`config.mk`:
```
export PLATFORM = sky130hd
export DESIGN_NAME = program_loader_ram
export DESIGN_NICKNAME = d
export VERILOG_FILES = /design/src/rtl/program_loader_ram.sv
export SDC_FILE = /design/constraint.sdc
export NUM_CORES = 1
export LEC_CHECK = 0
export CAP_MARGIN = 0
export CORE_MARGIN = 5
export CORE_UTILIZATION = 55
export DETAILED_ROUTE_END_ITERATION = 7
export GPL_ROUTABILITY_DRIVEN = 0
export PLACE_DENSITY_LB_ADDON = 0.05
export SLEW_MARGIN = 20
export SYNTH_ARGS = -nofsm -noshare
export SYNTH_HDL_FRONTEND = slang
export SYNTH_SLANG_ARGS = --single-unit
```
`constraint.sdc`:
```
create_clock -name clk -period 7.54 [get_ports clk]
set_input_delay 0.754 -clock clk [delete_from_list [all_inputs] [get_ports clk]]
set_output_delay 0.754 -clock clk [all_outputs]
set_load 0.02 [all_outputs]
```
`src/rtl/program_loader_ram.sv`:
```
`default_nettype none
// ============================================================================
// Module      : program_loader_ram
// Description : Writable program store with a nibble-stream loader. Memory is
//               swept to FILL_OPCODE, optionally loaded over a valid/ready
//               stream while the CPU is held, then read combinationally.
// Revision    : 1.0 - initial release
// ============================================================================
module program_loader_ram #(
  parameter int          ADDR_WIDTH  = 8,
  parameter logic [3:0]  FILL_OPCODE = 4'b0111
) (
  input  logic                  clk,
  input  logic                  reset,
  input  logic                  loadStart,
  input  logic [3:0]            nibbleIn,
  input  logic                  nibbleValid,
  input  logic                  loadLast,
  output logic                  nibbleReady,
  input  logic [ADDR_WIDTH-1:0] addressIn,
  output logic [3:0]            dataOut,
  output logic                  cpuHold,
  output logic                  loadDone,
  output logic                  loadError,
  output logic [ADDR_WIDTH:0]   loadCount
);

  localparam int                    c_depth     = 1 << ADDR_WIDTH;
  localparam logic [ADDR_WIDTH-1:0] c_last_addr = {ADDR_WIDTH{1'b1}};
  localparam logic [ADDR_WIDTH-1:0] c_addr_one  = {{(ADDR_WIDTH-1){1'b0}}, 1'b1};
  localparam logic [ADDR_WIDTH:0]   c_cnt_one   = {{ADDR_WIDTH{1'b0}}, 1'b1};

  typedef enum logic [1:0] {
    ST_CLEAR = 2'd0,
    ST_LOAD  = 2'd1,
    ST_RUN   = 2'd2
  } state_t;

  state_t                r_state;
  logic [ADDR_WIDTH-1:0] r_clear_ptr;
  logic [ADDR_WIDTH-1:0] r_wr_ptr;
  logic                  r_load_pending;
  logic                  r_cpu_hold;
  logic                  r_load_done;
  logic                  r_load_error;
  logic [ADDR_WIDTH:0]   r_load_count;

  logic [3:0]            r_mem [c_depth];

  logic                  w_ready;
  logic                  w_accept;
  logic                  w_we;
  logic [ADDR_WIDTH-1:0] w_waddr;
  logic [3:0]            w_wdata;

  // A pending loadStart takes priority over any nibble offered in the same cycle
  assign w_ready  = (r_state == ST_LOAD) && !loadStart;
  assign w_accept = w_ready && nibbleValid;

  // Select the single memory write source: clear sweep or accepted nibble
  always_comb begin
    w_we    = 1'b0;
    w_waddr = r_clear_ptr;
    w_wdata = FILL_OPCODE;
    if (r_state == ST_CLEAR) begin
      w_we = 1'b1;
    end else if (w_accept) begin
      w_we    = 1'b1;
      w_waddr = r_wr_ptr;
      w_wdata = nibbleIn;
    end
  end

  // Program memory: no reset, contents are initialised by the post-reset sweep
  always_ff @(posedge clk) begin
    if (w_we) begin
      r_mem[w_waddr] <= w_wdata;
    end
  end

  // Loader control: clear sweep, stream load and run phases
  always_ff @(posedge clk or posedge reset) begin
    if (reset) begin
      r_state        <= ST_CLEAR;
      r_clear_ptr    <= '0;
      r_wr_ptr       <= '0;
      r_load_pending <= 1'b0;
      r_cpu_hold     <= 1'b1;
      r_load_done    <= 1'b0;
      r_load_error   <= 1'b0;
      r_load_count   <= '0;
    end else begin
      r_load_done <= 1'b0;
      case (r_state)
        ST_CLEAR: begin
          if (r_clear_ptr == c_last_addr) begin
            r_clear_ptr <= '0;
            if (r_load_pending || loadStart) begin
              r_state        <= ST_LOAD;
              r_load_pending <= 1'b0;
              r_wr_ptr       <= '0;
            end else begin
              r_state    <= ST_RUN;
              r_cpu_hold <= 1'b0;
            end
          end else begin
            r_clear_ptr <= r_clear_ptr + c_addr_one;
            if (loadStart) begin
              r_load_pending <= 1'b1;
            end
          end
        end
        ST_LOAD: begin
          if (loadStart) begin
            r_state        <= ST_CLEAR;
            r_clear_ptr    <= '0;
            r_load_pending <= 1'b1;
            r_load_count   <= '0;
            r_load_error   <= 1'b0;
          end else if (w_accept) begin
            r_wr_ptr     <= r_wr_ptr + c_addr_one;
            r_load_count <= r_load_count + c_cnt_one;
            if (loadLast) begin
              r_state     <= ST_RUN;
              r_cpu_hold  <= 1'b0;
              r_load_done <= 1'b1;
            end else if (r_wr_ptr == c_last_addr) begin
              // Memory full without a final nibble: stop, never wrap
              r_state      <= ST_RUN;
              r_cpu_hold   <= 1'b0;
              r_load_done  <= 1'b1;
              r_load_error <= 1'b1;
            end
          end
        end
        ST_RUN: begin
          if (loadStart) begin
            r_state        <= ST_CLEAR;
            r_clear_ptr    <= '0;
            r_cpu_hold     <= 1'b1;
            r_load_pending <= 1'b1;
            r_load_count   <= '0;
            r_load_error   <= 1'b0;
          end
        end
        default: begin
          r_state     <= ST_CLEAR;
          r_clear_ptr <= '0;
          r_cpu_hold  <= 1'b1;
        end
      endcase
    end
  end

  // The CPU only ever sees NOP while the store is being rewritten
  assign dataOut     = (r_state == ST_RUN) ? r_mem[addressIn] : FILL_OPCODE;
  assign nibbleReady = w_ready;
  assign cpuHold     = r_cpu_hold;
  assign loadDone    = r_load_done;
  assign loadError   = r_load_error;
  assign loadCount   = r_load_count;

endmodule
`default_nettype wire

```
-- Word level (Yosys, flattened, before mapping)
Memory sizes are Yosys's and may differ from the RTL's.
Cells that the tools add are included.
- memory bits (writable): 1024
- bits in registers: 31
- memories: 1
- bits in latches: 0
- input bits: 17
- output and inout port bits: 17
- logic and storage cells: 96
- ROM bits: 0
- multipliers: 0
- eq/ne operators: 17
- mux-type cells: 52
- bitwise logic cells: 0
- reduce and logical (&&, ||, !) cells: 15
- $add $sub $neg: 3
- divide/modulo/power cells: 0
- magnitude comparators: 0
- shifts and indexed selects: 0
- memories (name ; depth ; width ; rd ports ; clocked after memory_dff ; write ports ; line ; text):
    r_mem ; 256 ; 4 ; 1 ; 0 ; 1 ; 48 ; logic [3:0] r_mem [c_depth];
- operators by type and width (kind ; count):
    8-bit 2-to-1 mux ; 8
    8-bit case mux with 2 select lines ; 2
    9-bit 2-to-1 mux ; 3
    1-bit 2-to-1 mux ; 24
    9-bit case mux with 2 select lines ; 1
    8-bit by 1-bit adder with 8-bit output (second input constant) ; 2
    8-bit equality test (second input constant) ; 2
    2-bit 2-to-1 mux ; 7
    4-bit 2-to-1 mux ; 3
    5-bit AND reduction ; 2
    9-bit by 1-bit adder with 9-bit output (second input constant) ; 1
    3-bit by 2-bit != test with 1-bit output (second input constant) ; 3
    2-bit != test (second input constant) ; 4
    2-bit by 1-bit != test with 1-bit output (second input constant) ; 3
    3-bit != test (second input constant) ; 2
    2-bit case mux with 3 select lines ; 1
    6-bit AND reduction ; 1
    2-bit nonzero test ; 3
    4-bit by 3-bit != test with 1-bit output (second input constant) ; 1
    1-bit case mux with 2 select lines ; 2
    4-bit AND reduction ; 1
    1-bit case mux with 3 select lines ; 1
    3-bit AND reduction ; 1
    2-bit by 1-bit equality test with 1-bit output (second input constant) ; 1
    other kinds (7) ; 8

-- Longest topological paths before layout
Gate-level depths: netlist (run 1).
- depth in word-level cells: 7
- depth in mapped cells: 11

-- Least setup slack after synthesis (run 1)
OpenSTA, ideal clock, no wires.
- kind: input to register
- from: input port loadStart
- to: memory r_mem[0][3], data pin
- setup slack: 1.696 ns
- path buffers: 4
- cell stages on the path: 6
- arrival time: 4.972 ns
- library setup time: 0.873 ns
- data required time: 6.667 ns
- cells stage by stage: buf_2 nor4bb_1 buf_2 buf_4 buf_2 and2_1
- word-level cells in the longest chain between the ends: 5
- RTL lines (what ; line ; text):
    start: declaration ; 15 ; input logic loadStart,
    1-bit zero test ; 57 ; assign w_ready = (r_state == ST_LOAD) && !loadStart;
    1-bit logical AND ; 57 ;
    1-bit logical AND ; 58 ; assign w_accept = w_ready && nibbleValid;
    4-bit 2-to-1 mux ; 67 ; end else if (w_accept) begin
    4-bit 2-to-1 mux ; 65 ; if (r_state == ST_CLEAR) begin
    named net w_wdata[3] ; 54 ; logic [3:0] w_wdata;
    end: declaration ; 48 ;
The timed path passes the listed nets, and every way through them passes these cells.

-- Worst setup path after layout (run 1)
- from: input port addressIn[3]
- to: output port dataOut[3]
- word-level cells in the longest chain between the ends: 2
- RTL lines (what ; line ; text):
    start: declaration ; 20 ; input logic [ADDR_WIDTH-1:0] addressIn,
    memory 256 x 4 bit ; -- ;
    4-bit 2-to-1 mux ; 156 ; assign dataOut = (r_state == ST_RUN) ? r_mem[addressIn] : FILL_OPCODE;
    end: declaration ; 21 ; output logic [3:0] dataOut,
No other way between the ends.

==> out/results.ini, run 1 <==
[yosys]
synth-compound-area-share_pct=3.06
syn_inst=2271
seq_area_frac_synth_pct=74.3
synth_top_family_by_area=multiplexers
synth_ff_type=edfxtp_1
synth_edf_count=1024
syn_nets=2295
synth_seq_cells=1055
syn_area_sq_um=42400
synthArstFlopShare_pct=2.94
synth_xor_area_share_pct=0.124
synth_adder_area_share_pct=0.206
yosys_warnings=0
avgSynthCellArea_sq_um=18.7
synth_mux_area_share_pct=14.9
yosys.area_share.simple_pct=5.55
synth_cell_types=61

[timing]
fin_tns_setup_ps=0
layout_min_cycle_time_ps=5930
post-route-period-util_pct=78.7
drv_slew=0
setup_viol=0
tightest_slew_ps=1130
max_freq_mhz=169
slew_headroom_pct=23.7
timing.final.hold_violations=0
final.setup.worst_slack_ps=1610
fin_skew_ps=29.7
rsz0062_at_grt=false

[placed_design]
io_buffers=33
post-dp-hpwl_um=63500
detailedPlace.worstSlack_ps=1750
placed_area_sq_um=43900

[clock_network]
cts_buffers=106
clkTransAtPathRegs_ps=60
cts.sinks=1055
root_buffer=clkbuf_16
cts_max_path_buffers=3
post_cts_buffers=0
h-tree-depth=3
cts_tree=done
cts-resized-gates=0
cts_hold_buf=0
insertion_delay_ps=660

[finish]
fill_cells=5314
seq_area_sq_um=31500
final_nets=2354
fin_area_sq_um=47500
n_antenna_cell=0
multi_input_comb_area_sq_um=10200
drive_above_1_share_pct=20.2
area_growth_pct=11.9

[setup_path]
worstPathArrival_ps=5180
cp.required_ps=6790
setup.worst_path.start_class=input port
critical_path.max_fanout=15
worstSetupPathType=in2out
endpoint_kind=output port

[floorplanning]
fp-row-count=101
core_area_sq_um=76200
initial_core_util_pct=55.7
die_h_um=288
io_pins=34
die_x_um=288
die-area_sq_um=82800

[detailed_routing]
post-route-drc-count=0
drtPass1Iterations=5
first_iter_violations=2822
vias=22000
wire_per_inst_um=29.8
viasPerCell=6.39
drt-total-wl_um=103000
ant_nets=0

[global_routing]
grt_antenna_before_repair=4
grt_use_total_pct=25.2
grt-ovfl-total=0
grt_pass1_vias=22200
grt_max_degree=257
grt_pass1_wl_um=152000

[pwr]
power.internal_w=0.00964
power_frac_comb_pct=2.3
p_per_area_nw_per_um2=252
p_leak_nw=15.4
switchingPower_w=0.00234
p_sw_share_pct=19.5
vdd_drop_max_mv=0.243
p_clk_share_pct=44.9
power.share.sequential_pct=52.8

[flow_run]
max_cap_viol_count=0

[run_status]
status=finished clean

[min_path]
hp-class=in2async

power groups by stage:
stage / clock network [W] / logic, W / registers (W)
2_1_floorplan: 0 / 0.000187 / 0.00645
6_report: 0.00538 / 0.000272 / 0.00633
4_1_cts: 0.00545 / 0.000273 / 0.00633
5_1_grt: 0.00572 / 0.000286 / 0.00633
3_3_place_gp: 0 / 0.000271 / 0.00645
3_5_place_dp: 0 / 0.000273 / 0.00645
final timing paths:
kind	depth (start not counted)	slack (ps)	startpoint	end
worst max-delay path	8	1610	addressIn[3]	dataOut[3]
max in group asynchronous	3	6720	reset	cpuHold
min in group clk	2	560	loadError	loadError
worst max register to register	7	2910	r_state[1]	r_mem[29][0]
worst min-delay path	3	480	reset	loadCount[6]
worst min register to register	2	560	loadError	loadError
cells in the final DEF (no fill, tap or decap), types with 7 or more instances in the layout:
master	instances
edfxtp_1	1024
clkinv_1	20
a21oi_1	26
nor3_1	8
o21ai_0	39
nand2_1	89
or3_1	10
nor2_1	298
nand4_1	11
a22oi_1	30
a211oi_1	9
clkinvlp_4	9
bufinv_16	17
clkinv_2	15
ha_1	7
o221ai_1	22
mux4_2	251
o31ai_1	7
and2_1	7
clkdlybuf4s50_1	28
nand3_1	45
clkbuf_1	20
buf_4	46
a221oi_1	7
inv_1	17
nor2b_1	8
o22ai_1	16
clkbuf_16	109
mux2i_1	62
dfrtp_1	30
nand2b_1	27
sequential cells by signal (all words and copies together), names as in the netlist:
register and count:
cpuHold 1, r_state 2, r_clear_ptr 8, r_wr_ptr 8, loadCount 9, r_load_pending 1, loadError 1, loadDone 1
r_mem 1024
synth_stat cells (3+ instances only):
library cell	n	share of area, %
nand2b_1	30	0.44
o21ai_1	3	0.035
nand2_1	89	0.79
o21a_1	3	0.053
mux4_2	251	13
clkbuf_1	75	0.66
inv_1	17	0.15
xor2_1	6	0.12
buf_4	12	0.21
mux2_2	6	0.16
a22o_1	4	0.083
ha_1	7	0.21
o21ai_0	39	0.46
a21oi_1	26	0.31
nand4_1	11	0.16
a221oi_1	7	0.14
a211oi_1	9	0.16
or2_2	5	0.074
and3_1	4	0.059
nand3b_1	6	0.11
o221ai_1	22	0.45
edfxtp_1	1024	72
o22ai_1	16	0.24
nand3_1	45	0.53
a31oi_1	5	0.074
o31ai_1	7	0.12
and2_1	8	0.12
mux2i_1	62	1.5
nor3_1	9	0.11
or3_1	10	0.15
nor2_1	299	2.6
a2111oi_0	5	0.10
nor2b_1	8	0.12
buf_6	15	0.40
dfrtp_1	30	1.8
nor4_1	5	0.074
a22oi_1	30	0.53
buf_2	25	0.29
buf_1	9	0.080
cell families after synthesis:
logic type               Yosys count
AO/OA/AOI/OAI                    191
adder cells (fa/ha/maj)            7
XOR/XNOR                           6
buffers and inverters            155
AND/OR/NAND/NOR                  538
flip-flops                      1055
multiplexers                     319
layout make-up:
type | count | share of cell area, %
multi-input cells | 1061 | 21.5
clock inverters | 64 | 1.60
flip-flops and latches | 1055 | 66.4
well taps | 1030 | 2.71
inverters | 19 | 0.150
clock buffers | 129 | 5.90
repair buffers | 87 | 1.78
per-stage QoR:
step | utilization (%) | hold WS [ps] | power (W) | cells
2_1_floorplan | - | 512 | 0.00664 | 2271
3_3_place_gp | 57.6 | 527 | 0.00673 | 3249
3_5_place_dp | 57.6 | 535 | 0.00673 | 3250
4_1_cts | 62.2 | 477 | 0.0121 | 3443
5_1_grt | 62.3 | 532 | 0.0123 | 3445
6_report | 62.3 | 481 | 0.0120 | 3445
worst max-delay path, cell delays in order:
cell	delay [ps]
clkdlybuf4s50_1	1130
nor2b_1	660
nand2_1	350
a2111oi_0	920
nor4b_1	230
nand4b_1	250
o32ai_1	250
clkdlybuf4s50_1	630
per-layer routing:
| layer | track usage, % | vias to the layer above | routed length (um) |
|---|---|---|---|
| li1 | - | 9309 | - |
| met5 | 0 | - | 0 |
| met1 | 37.6 | 11600 | 42400 |
| met4 | 6.23 | 0 | 2480 |
| met2 | 39.2 | 983 | 48700 |
| met3 | 4.98 | 140 | 9180 |
(Power assumes the default switching activity.)
==> inputs of run 2 (changes only) <==
==> constraint.sdc (replaced) <==
create_clock -name clk -period 5.2 [get_ports clk]
set_input_delay 0.52 -clock clk [delete_from_list [all_inputs] [get_ports clk]]
set_output_delay 0.52 -clock clk [all_outputs]
set_load 0.02 [all_outputs]
==> run 2 against run 1 <==
Against the previous run:
- die area stayed put
- core utilization is 0.68 points higher
- sequential cell count stayed put
- routed wire length is 1.8% higher
- highest routed layer is now met5
==> out/results.ini, run 2 (synthesis gave the netlist of run 1 again) <==
[timing]
post-route-period-util_pct=89.1
setup_viol=0  ; unchanged
rsz0062_at_grt=false
fin_skew_ps=21.3  ; -8.44 ps
tightest_slew_ps=1040  ; -98.8 ps
drv_slew=0  ; unchanged
slew_headroom_pct=30.4  ; +6.6 points
max_freq_mhz=216
layout_min_cycle_time_ps=4630
timing.final.hold_violations=0  ; unchanged

[setup_path]
worstSetupEndpoint=dataOut[2]
cp.depth=9  ; +1
crit_family=buffers and inverters
critical_path.max_fanout=53  ; +38
worst-r2r-cell-count=7  ; unchanged
worstSetupPathType=in2out
r2r_end=r_mem[159][3]
startpoint=addressIn[0]
endpoint_kind=output port
cp_num_buf_inv=3  ; +1
setup.worst_path.start_class=input port
path_cells=buf_8 > buf_12 > mux4_2 > mux4_2 > nand2_1 > a21oi_1 > o21ai_0 > nand4_1 > clkdlybuf4s50_1
cpMostUsedCell=mux4_2
worst_path_largest_cell_delay_ps=670  ; -460 ps
worstPathArrival_ps=4110  ; -1070 ps
reg2reg_slack_ps=1100  ; -1810 ps
cp.required_ps=4680  ; -2110 ps
worstReg2RegStart=r_state[1]
critPathSlowestCell=clkdlybuf4s50_1

[finish]
final_common_cell=edfxtp_1
n_antenna_cell=0  ; unchanged
final_cell_count_no_fill=3512  ; +1.9%
final_cell_mix=edfxtp_1, nor2_1, mux4_2
drive_above_1_share_pct=22.1  ; +2.0 points
final_nets=2423  ; +2.9%
area_growth_pct=13.1
largest_reg_flops=1024  ; unchanged
final_util_pct=63.0  ; +0.68 points
top_register=r_mem

[global_routing]
grt_pass1_wl_um=155000  ; +2.1%
grt-ovfl-total=0  ; unchanged
grt_pass1_vias=22700  ; +2.2%
grt_max_degree=257  ; unchanged
grt_use_total_pct=25.8  ; +0.59 points
grt_antenna_before_repair=3  ; -1

[floorplanning]
die_x_um=288  ; unchanged
die-area_sq_um=82800  ; unchanged
die_h_um=288  ; unchanged
io_pins=34  ; unchanged
initial_core_util_pct=55.7  ; unchanged
core_area_sq_um=76200  ; unchanged
fp-row-count=101  ; unchanged

[detailed_routing]
post-route-drc-count=0  ; unchanged
wire_per_inst_um=29.8  ; -0.17%
first_iter_violations=2547  ; -9.7%
vias=22200  ; +0.93%
ant_nets=0  ; unchanged
viasPerCell=6.33  ; -0.99%
drtPass1Iterations=6  ; +1
drt-total-wl_um=105000  ; +1.8%

[placed_design]
numPlacedInstances=3321  ; +2.2%
io_buffers=33  ; unchanged
post-dp-hpwl_um=65900  ; +3.8%

[clock_network]
cts_max_path_buffers=3  ; unchanged
post_cts_buffers=0  ; unchanged
cts_buffers=103  ; -2.8%
cts_tree=done
cts_hold_buf=0  ; unchanged
root_buffer=clkbuf_16
h-tree-depth=3  ; unchanged
cts-resized-gates=0  ; unchanged
clkTransAtPathRegs_ps=60  ; about the same
cts.sinks=1055  ; unchanged
insertion_delay_ps=670  ; about the same

[flow_run]
max_cap_viol_count=0  ; unchanged

[pwr]
vdd_drop_max_mv=0.387  ; +60%
p_leak_nw=15.7  ; +2.3%
p_per_area_nw_per_um2=357  ; +41%

[run_status]
status=finished clean

[min_path]
hp-class=in2async

run 2: area by class of cell:
type | count | area (sq um)
multi-input cells | 1061 | 10200
well taps | 1030 | 1290
flip-flops and latches | 1055 | 31500
clock buffers | 124 | 2700
clock inverters | 64 | 682
fillers | 5363 | 28200
repair buffers | 159 | 1560
inverters | 19 | 71.3
run 2: through the flow:
stage	hold slack [ps]	total power [W]	setup WS, ps	area [sq um]	setup TNS [ps]
floorplan	512	0.00963	-167	42400	-128460
global placement	521	0.00980	644	44500	0
detailed placement	545	0.00980	629	44500	0
CTS	248	0.0172	608	47900	0
global route	290	0.0176	464	48000	0
finish	250	0.0171	566	48000	0
run 2: report_power, final:
group / switching, W / internal [W] / total (W)
Combinational: 0.000268 / 0.000169 / 0.000438
Clock: 0.00316 / 0.00434 / 0.00750
Sequential: 0.0000000000000669 / 0.00918 / 0.00918
run 2: worst min-delay path, delay by kind of cell:
kind / cells / cell delay (ps)
buffers and inverters: 3 / 810
run 2: worst min path at each step:
stage,from,end,slack (ps),cells after the start
after floorplan,r_load_pending,r_load_pending,510,1
after global placement,loadError,loadError,520,2
after detailed placement,loadCount[8],loadCount[8],550,2
after CTS,reset,loadCount[2],250,3
after global routing,reset,loadCount[6],290,3
final,reset,loadCount[2],250,3
run 2: routing by layer:
layer | global-route usage [%] | routed length [um]
met1 | 37.2 | 42900
met2 | 40.8 | 50200
met3 | 6.10 | 8930
met4 | 6.31 | 2650
met5 | 0 | 13
